--- config.mk ---
export PLATFORM = sky130hd
export DESIGN_NAME = uart_rx_flat
export DESIGN_NICKNAME = d
export VERILOG_FILES = /design/src/rtl/uart_pkg.sv /design/src/rtl/uart_rx_if.sv /design/src/rtl/uart_sync.sv /design/src/rtl/uart_rx.sv /design/src/flat_wrapper.sv
export SDC_FILE = /design/constraint.sdc
export NUM_CORES = 1
export LEC_CHECK = 0
export ABC_AREA = 1
export CORE_MARGIN = 3
export CORE_UTILIZATION = 50
export CTS_CLUSTER_SIZE = 14
export DETAILED_ROUTE_END_ITERATION = 7
export PLACE_DENSITY = 0.79
export SLEW_MARGIN = 20
export SYNTH_ARGS = -nofsm -noshare
export SYNTH_HDL_FRONTEND = slang
export SYNTH_SLANG_ARGS = --single-unit
export TNS_END_PERCENT = 100
--- constraint.sdc ---
create_clock -name clk -period 1.9 [get_ports clk]
set_input_delay 0.57 -clock clk [delete_from_list [all_inputs] [get_ports clk]]
set_output_delay 0.57 -clock clk [all_outputs]
set_load 0.01 [all_outputs]
--- src/rtl/uart_pkg.sv ---
// uart_pkg: definitions shared by the UART receiver and transmitter.
package uart_pkg;

   localparam int          UART_DATA_W  = 8;
   localparam logic [31:0] BAUD_MIN_DIV = 32'd3;

   typedef enum logic [2:0] {
      ST_IDLE   = 3'd0,
      ST_START  = 3'd1,
      ST_DATA   = 3'd2,
      ST_PARITY = 3'd3,
      ST_STOP   = 3'd4
   } uart_state_e;

endpackage

--- src/rtl/uart_rx_if.sv ---
// uart_rx_if: register-side bus of the UART receiver (configuration, read strobe, status).
interface uart_rx_if;
   import uart_pkg::*;

   logic [31:0]            baud_div;
   logic                   rx_rd;
   logic [UART_DATA_W-1:0] rx_data;
   logic                   rx_valid;
   logic                   rx_busy;
   logic                   frame_err;
   logic                   overrun;
   logic                   parity_err;

   modport master (
      output baud_div, rx_rd,
      input  rx_data, rx_valid, rx_busy, frame_err, overrun, parity_err
   );

   modport slave (
      input  baud_div, rx_rd,
      output rx_data, rx_valid, rx_busy, frame_err, overrun, parity_err
   );

endinterface

--- src/rtl/uart_sync.sv ---
// uart_sync: SYNC_STAGES-deep flop chain bringing an asynchronous line into the clk domain.
// Flops reset to 1 so an idle-high line shows no edge when reset is released.
module uart_sync #(
   parameter int SYNC_STAGES = 2
) (
   input  logic clk,
   input  logic arst_n,
   input  logic d_i,
   output logic q_o
);

   logic [SYNC_STAGES-1:0] sync_q;

   // shift the raw line through the synchroniser chain
   always_ff @(posedge clk or negedge arst_n) begin
      if (!arst_n) begin
         sync_q <= '1;
      end else begin
         sync_q <= {sync_q[SYNC_STAGES-2:0], d_i};
      end
   end

   assign q_o = sync_q[SYNC_STAGES-1];

endmodule

--- src/rtl/uart_rx.sv ---
// uart_rx: UART receiver, start + 8 data (LSB first) + stop, with a one-byte holding register.
// Define UART_RX_PARITY_EN to add one even-parity bit between the data and the stop bit.
module uart_rx
   import uart_pkg::*;
#(
   parameter int SYNC_STAGES = 2
) (
   input  logic     clk,
   input  logic     arst_n,
   input  logic     rx_serial,
   uart_rx_if.slave bus
);

   logic                   rxs;
   logic                   rxs_prev_q;
   uart_state_e            state_q, state_d;
   logic [31:0]            cnt_q, cnt_d;
   logic [31:0]            div_q, div_d;
   logic [2:0]             bit_q, bit_d;
   logic [UART_DATA_W-1:0] shift_q, shift_d;
   logic [UART_DATA_W-1:0] data_q, data_d;
   logic                   valid_q, valid_d;
   logic                   ferr_q, ferr_d;
   logic                   ovr_q, ovr_d;
   logic                   drop_q, drop_d;
   logic                   cnt_exp;
`ifdef UART_RX_PARITY_EN
   logic                   perr_q, perr_d;
`endif

   // Effective divider: anything below the minimum is raised to it (P = div+1 >= 4).
   function automatic logic [31:0] eff_div(input logic [31:0] d);
      return (d < BAUD_MIN_DIV) ? BAUD_MIN_DIV : d;
   endfunction

   // Half bit period H = P>>1 with P = div+1, computed wide so div=all-ones cannot wrap.
   function automatic logic [31:0] half_period(input logic [31:0] d);
      return 32'(({1'b0, d} + 33'd1) >> 1);
   endfunction

`ifdef UART_RX_PARITY_EN
   // Even parity: data bits plus parity bit must contain an even number of ones.
   function automatic logic parity_bad(input logic [UART_DATA_W-1:0] d, input logic p);
      return (^d) ^ p;
   endfunction
`endif

   uart_sync #(.SYNC_STAGES(SYNC_STAGES)) u_sync (
      .clk    (clk),
      .arst_n (arst_n),
      .d_i    (rx_serial),
      .q_o    (rxs)
   );

   // state and datapath registers; reset discards any partial frame
   always_ff @(posedge clk or negedge arst_n) begin
      if (!arst_n) begin
         state_q    <= ST_IDLE;
         rxs_prev_q <= 1'b1;
         cnt_q      <= '0;
         div_q      <= '0;
         bit_q      <= '0;
         shift_q    <= '0;
         data_q     <= '0;
         valid_q    <= 1'b0;
         ferr_q     <= 1'b0;
         ovr_q      <= 1'b0;
         drop_q     <= 1'b0;
`ifdef UART_RX_PARITY_EN
         perr_q     <= 1'b0;
`endif
      end else begin
         state_q    <= state_d;
         rxs_prev_q <= rxs;
         cnt_q      <= cnt_d;
         div_q      <= div_d;
         bit_q      <= bit_d;
         shift_q    <= shift_d;
         data_q     <= data_d;
         valid_q    <= valid_d;
         ferr_q     <= ferr_d;
         ovr_q      <= ovr_d;
         drop_q     <= drop_d;
`ifdef UART_RX_PARITY_EN
         perr_q     <= perr_d;
`endif
      end
   end

   // next-state logic: bit timing, sampling, and holding-register update
   always_comb begin
      state_d = state_q;
      cnt_d   = cnt_q;
      div_d   = div_q;
      bit_d   = bit_q;
      shift_d = shift_q;
      data_d  = data_q;
      valid_d = valid_q;
      ferr_d  = 1'b0;
      ovr_d   = 1'b0;
      drop_d  = drop_q;
`ifdef UART_RX_PARITY_EN
      perr_d  = 1'b0;
`endif
      cnt_exp = (cnt_q == '0);

      // A read only matters when a byte is held; a load below overrides it.
      if (bus.rx_rd && valid_q) begin
         valid_d = 1'b0;
      end

      case (state_q)
         ST_IDLE: begin
            // Edge detect (not level) so a line stuck low never retriggers.
            if (rxs_prev_q && !rxs) begin
               state_d = ST_START;
               div_d   = eff_div(bus.baud_div);
               cnt_d   = half_period(eff_div(bus.baud_div));
               bit_d   = '0;
               drop_d  = 1'b0;
            end
         end
         ST_START: begin
            if (!cnt_exp) begin
               cnt_d = cnt_q - 32'd1;
            end else if (!rxs) begin
               state_d = ST_DATA;
               cnt_d   = div_q;
            end else begin
               state_d = ST_IDLE;
            end
         end
         ST_DATA: begin
            if (!cnt_exp) begin
               cnt_d = cnt_q - 32'd1;
            end else begin
               shift_d = {rxs, shift_q[UART_DATA_W-1:1]};
               cnt_d   = div_q;
               bit_d   = bit_q + 3'd1;
               if (bit_q == 3'(UART_DATA_W - 1)) begin
`ifdef UART_RX_PARITY_EN
                  state_d = ST_PARITY;
`else
                  state_d = ST_STOP;
`endif
               end
            end
         end
`ifdef UART_RX_PARITY_EN
         ST_PARITY: begin
            if (!cnt_exp) begin
               cnt_d = cnt_q - 32'd1;
            end else begin
               cnt_d   = div_q;
               state_d = ST_STOP;
               if (parity_bad(shift_q, rxs)) begin
                  perr_d = 1'b1;
                  drop_d = 1'b1;
               end
            end
         end
`endif
         ST_STOP: begin
            if (!cnt_exp) begin
               cnt_d = cnt_q - 32'd1;
            end else begin
               state_d = ST_IDLE;
               if (!rxs) begin
                  ferr_d = 1'b1;
               end else if (!drop_q) begin
                  if (valid_q) begin
                     ovr_d = 1'b1;
                  end else begin
                     data_d  = shift_q;
                     valid_d = 1'b1;
                  end
               end
            end
         end
         default: begin
            state_d = ST_IDLE;
         end
      endcase
   end

   assign bus.rx_data   = data_q;
   assign bus.rx_valid  = valid_q;
   assign bus.rx_busy   = (state_q != ST_IDLE);
   assign bus.frame_err = ferr_q;
   assign bus.overrun   = ovr_q;
`ifdef UART_RX_PARITY_EN
   assign bus.parity_err = perr_q;
`else
   assign bus.parity_err = 1'b0;
`endif

endmodule

--- src/flat_wrapper.sv ---
// flat-port wrapper written by rule: the top's interface ports become plain ports
module uart_rx_flat import uart_pkg::*;
#(
   parameter int SYNC_STAGES = 2
)
  (clk, arst_n, rx_serial, bus_baud_div, bus_rx_rd, bus_rx_data, bus_rx_valid, bus_rx_busy, bus_frame_err, bus_overrun, bus_parity_err);
  uart_rx_if bus_i ();
  input  logic clk;
  input  logic arst_n;
  input  logic rx_serial;
  input wire logic [$bits(bus_i.baud_div)-1:0] bus_baud_div;
  input wire logic [$bits(bus_i.rx_rd)-1:0] bus_rx_rd;
  output wire logic [$bits(bus_i.rx_data)-1:0] bus_rx_data;
  output wire logic [$bits(bus_i.rx_valid)-1:0] bus_rx_valid;
  output wire logic [$bits(bus_i.rx_busy)-1:0] bus_rx_busy;
  output wire logic [$bits(bus_i.frame_err)-1:0] bus_frame_err;
  output wire logic [$bits(bus_i.overrun)-1:0] bus_overrun;
  output wire logic [$bits(bus_i.parity_err)-1:0] bus_parity_err;
  assign bus_i.baud_div = bus_baud_div;
  assign bus_i.rx_rd = bus_rx_rd;
  assign bus_rx_data = bus_i.rx_data;
  assign bus_rx_valid = bus_i.rx_valid;
  assign bus_rx_busy = bus_i.rx_busy;
  assign bus_frame_err = bus_i.frame_err;
  assign bus_overrun = bus_i.overrun;
  assign bus_parity_err = bus_i.parity_err;
  uart_rx #(.SYNC_STAGES(SYNC_STAGES)) u_core (.clk(clk), .arst_n(arst_n), .rx_serial(rx_serial), .bus(bus_i));
endmodule
# --- Word level (Yosys, flattened, before mapping) ---
# Index checks and enable logic that the tools add are counted.
totals:
  register_bits: 92
  word_cells: 70
op_classes:
  addsub: 3
  n_lt_le_gt_ge: 1
  n_eq_ne: 11
  muxes: 29
  bitwise: 1
  reduce_logical: 14
ops:
  columns: ["op", "count"]
  rows:
  - ["two-way mux 32 bit", 6]
  - ["case mux 32 bit (4 select lines)", 1]
  - ["adder 32 x 1 -> 33 bit, second input constant", 1]
  - ["logical NOT 32 bit", 1]
  - ["< comparator 32 x 2 -> 1 bit, second input constant", 1]
  - ["subtractor 32 x 1 -> 32 bit, second input constant", 1]
  - ["two-way mux 3 bit", 7]
  - ["two-way mux 1 bit", 12]
  - ["case mux 3 bit (4 select lines)", 1]
  - ["!= test 2 x 1 -> 1 bit, second input constant", 5]
  - ["AND reduction 4 bit", 2]
  - ["equality test 3 bit, second input constant", 2]
  - ["case mux 3 bit (2 select lines)", 1]
  - ["AND reduction 5 bit", 1]
  - ["AND reduction 2 bit", 2]
  - ["nonzero test 4 bit", 1]
  - ["adder 3 x 1 -> 3 bit, second input constant", 1]
  - ["equality test 3 x 1 -> 1 bit, second input constant", 1]
  - ["equality test 3 x 2 -> 1 bit, second input constant", 1]
  - ["logical NOT 3 bit", 1]
  - ["!= test 3 bit, second input constant", 1]
  - ["AND reduction 3 bit", 1]
  - ["nonzero test 3 bit", 1]
  - ["logical AND 1 bit", 2]
  - ["5 further kinds", 5]

# --- Depth between registers and ports, before layout ---
logic_depth:
  depth_word: 6
  mapped_depth: 19
  ltp_nobuf: 19

# --- Hierarchy ---
# Synthesis repeated with hierarchy kept, for this count alone.
unflattened:
  hier_cells: 998
  hier_area_um2: 6359.8
by_module_without_submodules:
  columns: ["module", "instances", "cells_each", "area_each_um2"]
  rows:
  - ["uart_rx", 1, 996, 6307.3]
  - ["uart_sync", 1, 2, 52.6]

# --- Worst setup path before layout ---
# Ideal clock, no wire load.
synth_path:
  kind: "input-to-reg"
  start: "input bus_baud_div[27]"
  end: "register u_core.cnt_q[23]"
  setup_time_ns: 0.117
  t_arrival_ns: 2.356
  required_time_ns: 1.783
  path_slack_ns: -0.573
  stages: 16
  path_buffers: 0
  cell_sequence: "nor4_1 > nand3_1 > nor2_1 > or2_2 > ha_1 > nand3_1 > nor2_1 > nand2_1 > nor2_1 > nand2_1 > nand2_1 > nand2_1 > nand2_1 > nand3_1 > nand2_1 > nand2_1"
synth_via:
  elab_chain_len: 5
synth_lines:
  columns: ["element", "line_no", "text"]
  rows:
  - ["start: declaration", "flat_wrapper.sv:11", "input wire logic [$bits(bus_i.baud_div)-1:0] bus_baud_div;"]
  - ["< comparator 32 x 2 -> 1 bit", "uart_rx.sv:33", "return (d < BAUD_MIN_DIV) ? BAUD_MIN_DIV : d;"]
  - ["two-way mux 32 bit", "uart_rx.sv:33", null]
  - ["adder 32 x 1 -> 33 bit", "uart_rx.sv:38", "return 32'(({1'b0, d} + 33'd1) >> 1);"]
  - ["two-way mux 32 bit", "uart_rx.sv:115", "if (rxs_prev_q && !rxs) begin"]
  - ["case mux 32 bit (4 select lines)", "uart_rx.sv:112", "case (state_q)"]
  - ["end signal: assignment", "uart_rx.sv:75", "cnt_q <= cnt_d;"]
  - ["end: declaration", "uart_rx.sv:17", "logic [31:0] cnt_q, cnt_d;"]
# Every way passes these cells. The select of a mux whose other input is x is not followed.
# A chain may end at the register's enable or synchronous reset.

# --- Worst setup path in the final report ---
layout_path:
  start: "input bus_baud_div[19]"
  end: "register u_core.cnt_q[19]"
layout_via:
  elab_chain_len: 5
layout_lines:
  columns: ["element", "line_no"]
  rows:
  - ["< comparator 32 x 2 -> 1 bit", "uart_rx.sv:33"]
  - ["two-way mux 32 bit *", "uart_rx.sv:33"]
  - ["adder 32 x 1 -> 33 bit *", "uart_rx.sv:38"]
  - ["two-way mux 32 bit *", "uart_rx.sv:115"]
  - ["case mux 32 bit (4 select lines) *", "uart_rx.sv:112"]
# Every way passes the cells marked *; elsewhere a longest branch is shown, timed or not. The select of a mux whose other input is x is not followed.

==> reports/metrics.cfg <==
[global_route]
use_met3_pct=8.59
grtUsageTotal_pct=31.1
use_met2_pct=48.6
grt_pass1_vias=7175
antenna_found_initial=2
grt_overflow=0
grt_pass1_wl_um=35400
met1_usage_pct=40.4
grt_busiest_layer=met2
grt_max_degree=93

[outcome]
status=finished, violations left
failed_checks=negative setup slack

[cts]
clk-insertion-delay-late_ns=0.35
hold_buffers=0
numClockSinks=92
cts_made_buffers=9
cts_root_buffer=clkbuf_16
clkTransAtPathRegs_ns=0.07
clk_path_buf_depth=2
cts_tree=built
cts.htree.levels=3

[logic_synthesis]
yosysTopAreaCellShare_pct=34.7
postSynthAreaPerCell_um2=6.33
ys_top_cells_by_area=dfrtp_1, nand2_1, nand3_1, inv_1, nor2_1
ys_ff_latch=92
syn_inst=1013
synth_nets=1053
yosysUniqueCellTypes=36
synth.most_common_cell=nand2_1
synth_area_mm2=0.00641
synth-edff-count=0
async_flop_share_pct=100
synth_warnings=0
yosys_most_used_dff=dfrtp_1
synth_area_leader_cell=dfrtp_1
ys_seq_area_share_pct=36.0
synthTopCellsByCount=nand2_1, inv_1, nand3_1, nor2_1, dfrtp_1

[placement]
dp_hpwl_um=15400
place.port_buffers=47
dp.cells=1330
dp_slack_ns=-1.37
globalplace.congestion=0.996

[detailed_routing]
drc=0
firstDrtPassIters=7
viasPerCell=5.65
wl_um=23800
num_vias=7927
avgRoutedWirePerCell_um=17.0
ant_nets=0
drt_iter0_drc=954

[critical_path]
crit_slowest_cell=clkdlybuf4s15_1
cp-start-kind=primary input
critPathLaunch=bus_baud_div[19]
crit_type=primary input to flop
reg2reg_from=u_core.cnt_q[2]
critPathMostFrequentCell=nand2_1
crit_fanout=5
endpoint_kind=flop
critPathTopFamily=simple AND/OR/NAND/NOR gates
crit_chain=clkdlybuf4s15_1 -> inv_2 -> nand3_1 -> nor2_2 -> nand3_2 -> nor2_4 -> or2_4 -> ha_4 -> nand3_4 -> nor2_4 -> nand4_1 -> buf_6 -> nor2_1 -> nand2_1 -> nand2_1 -> nand2_1 -> nand3_1 -> nand2_1 -> nand2_1
slowest_delay_ns=0.19
cp_data_required_time_ns=2.19
cp.arrival_ns=2.73
path_buf_inv=3

[timing]
fin_crit_ns=2.44
finalHoldViolations=0
finalCritPeriodShare_pct=128
fin_ws_ns=-0.541
final.setup_skew_ns=0.00791
max_freq_mhz=410
setup_viol_count_final=17
setup_tns_ns=-5.67
rsz0062_at_grt=true
maxSlewViolCount=0
worst_pin_slew_ns=0.507
relSlewSlack_pct=66.2

[floorplan]
die_w_um=119
start_util_pct=52.3
die_y_um=119
die_area_mm2=0.0142
rows=40
design.core.area_mm2=0.0123
ios=49

[cells_and_area]
final_cells=1402
layout-drive-gt1-share_pct=30.0
nets=1269
fin_util_pct=75.5
syn_to_final_growth_pct=44.4
n_antenna_cell=0

[run]
maxCapViolCount=0

[min_path]
hp-class=primary input to async pin

[pwr]
irDropWorstVdd_mv=0.863
p_per_area_mw_per_mm2=1310
total_leakage_power_nw=4.56

==> sequential cells by signal, summed over array words and instances, names as in the netlist <==
register	cells
u_core.bit_q	3
u_core.bus.frame_err	1
u_core.bus.overrun	1
u_core.bus.rx_data	8
u_core.bus.rx_valid	1
u_core.cnt_q	32
u_core.div_q	32
u_core.rxs_prev_q	1
u_core.shift_q	8
u_core.state_q	3
u_core.u_sync.sync_q	2
==> report_power, final <==
part	switching, mW	internal [mW]
clock network	0.875	0.923
logic	4.41	2.78
registers	0.464	2.68
total	5.75	6.38
==> metrics by stage <==
stage                     hold WS [ns]  total power [mW]  area, um^2
after global placement           0.346              9.16        8110
after CTS                        0.287              11.3        8750
final                            0.261              12.1        9260
after detailed placement         0.349              9.33        8110
after global routing             0.309              13.0        9260
after floorplan                  0.274              6.90        6500
==> layer usage <==
layer	vias to the layer above	part of all wire, %
li1	3662	-
met1	3604	39
met2	543	45
met3	114	11
met4	4	5.3
met5	-	0.092
==> cells by family (layout without fill, tap and decap cells) <==
kind of cell	count (synthesis)	count (layout)	share of synthesized area, %
AO/OA/AOI/OAI	105	105	8.53
buffers and inverters	149	370	9.27
AND/OR/NAND/NOR	646	646	43.2
adder cells (fa/ha/maj)	4	4	0.781
other	1	1	0.0585
XOR/XNOR	16	16	2.19
flip-flops	92	92	36.0
==> placed cells by master, fill, tap and decap left out, types with 3 or more instances in the layout <==
master | Yosys | routed
buf_6 | 3 | 21
inv_8 | 0 | 3
dfrtp_1 | 89 | 86
nand3b_1 | 4 | 4
buf_12 | 0 | 7
nand4_1 | 22 | 22
buf_4 | 2 | 161
nand3_1 | 114 | 103
dfrtp_2 | 0 | 3
a21oi_1 | 12 | 8
o21bai_1 | 4 | 4
nand2_1 | 366 | 347
inv_2 | 4 | 19
a21oi_2 | 1 | 5
nor4_4 | 0 | 3
nand3_2 | 0 | 10
clkbuf_16 | 0 | 11
nor2_2 | 6 | 30
xor2_1 | 14 | 12
nor3_4 | 0 | 4
clkinv_4 | 0 | 3
nor3_1 | 14 | 4
inv_1 | 116 | 100
o21ai_2 | 1 | 4
nor2_1 | 100 | 64
clkdlybuf4s15_1 | 0 | 5
nand2_2 | 2 | 16
clkdlybuf4s50_1 | 0 | 13
or2_2 | 7 | 6
dfstp_2 | 3 | 3
buf_2 | 4 | 14
buf_8 | 0 | 3
nor3_2 | 0 | 6
clkbuf_2 | 0 | 4
nand2_4 | 2 | 6
o21ai_1 | 28 | 34
o21ai_0 | 57 | 47
nor2_4 | 1 | 13
==> path summary, 6_finish.rpt <==
check / slack, ns / cells after the start / endpoint
worst max-delay path: -0.54 / 19 / u_core.cnt_q[19]
worst min-delay path: 0.26 / 2 / u_core.div_q[1]
worst max register to register: -0.01 / 9 / u_core.cnt_q[15]
worst min register to register: 0.36 / 0 / u_core.u_sync.sync_q[1]
max in group asynchronous: 1.24 / 2 / u_core.cnt_q[2]
min in group clk: 0.36 / 0 / u_core.u_sync.sync_q[1]
==> repair_timing <==
item	4_1_cts	5_1_grt
cloned	1	3
setup endpoints to repair	40	75
buffers inserted	33	25
pin swaps	31	48
gates resized for setup	167	109
==> area by class of cell <==
| class | instances | area, um^2 |
|---|---|---|
| Multi-Input combinational cell | 772 | 4000 |
| Fill cell | 874 | 3010 |
| Clock inverter | 7 | 67.6 |
| Inverter | 121 | 457 |
| Tap cell | 168 | 210 |
| Timing Repair Buffer | 233 | 1980 |
| Sequential cell | 92 | 2310 |
| Clock buffer | 9 | 225 |
No activity file was read; power rests on OpenSTA's default activity.
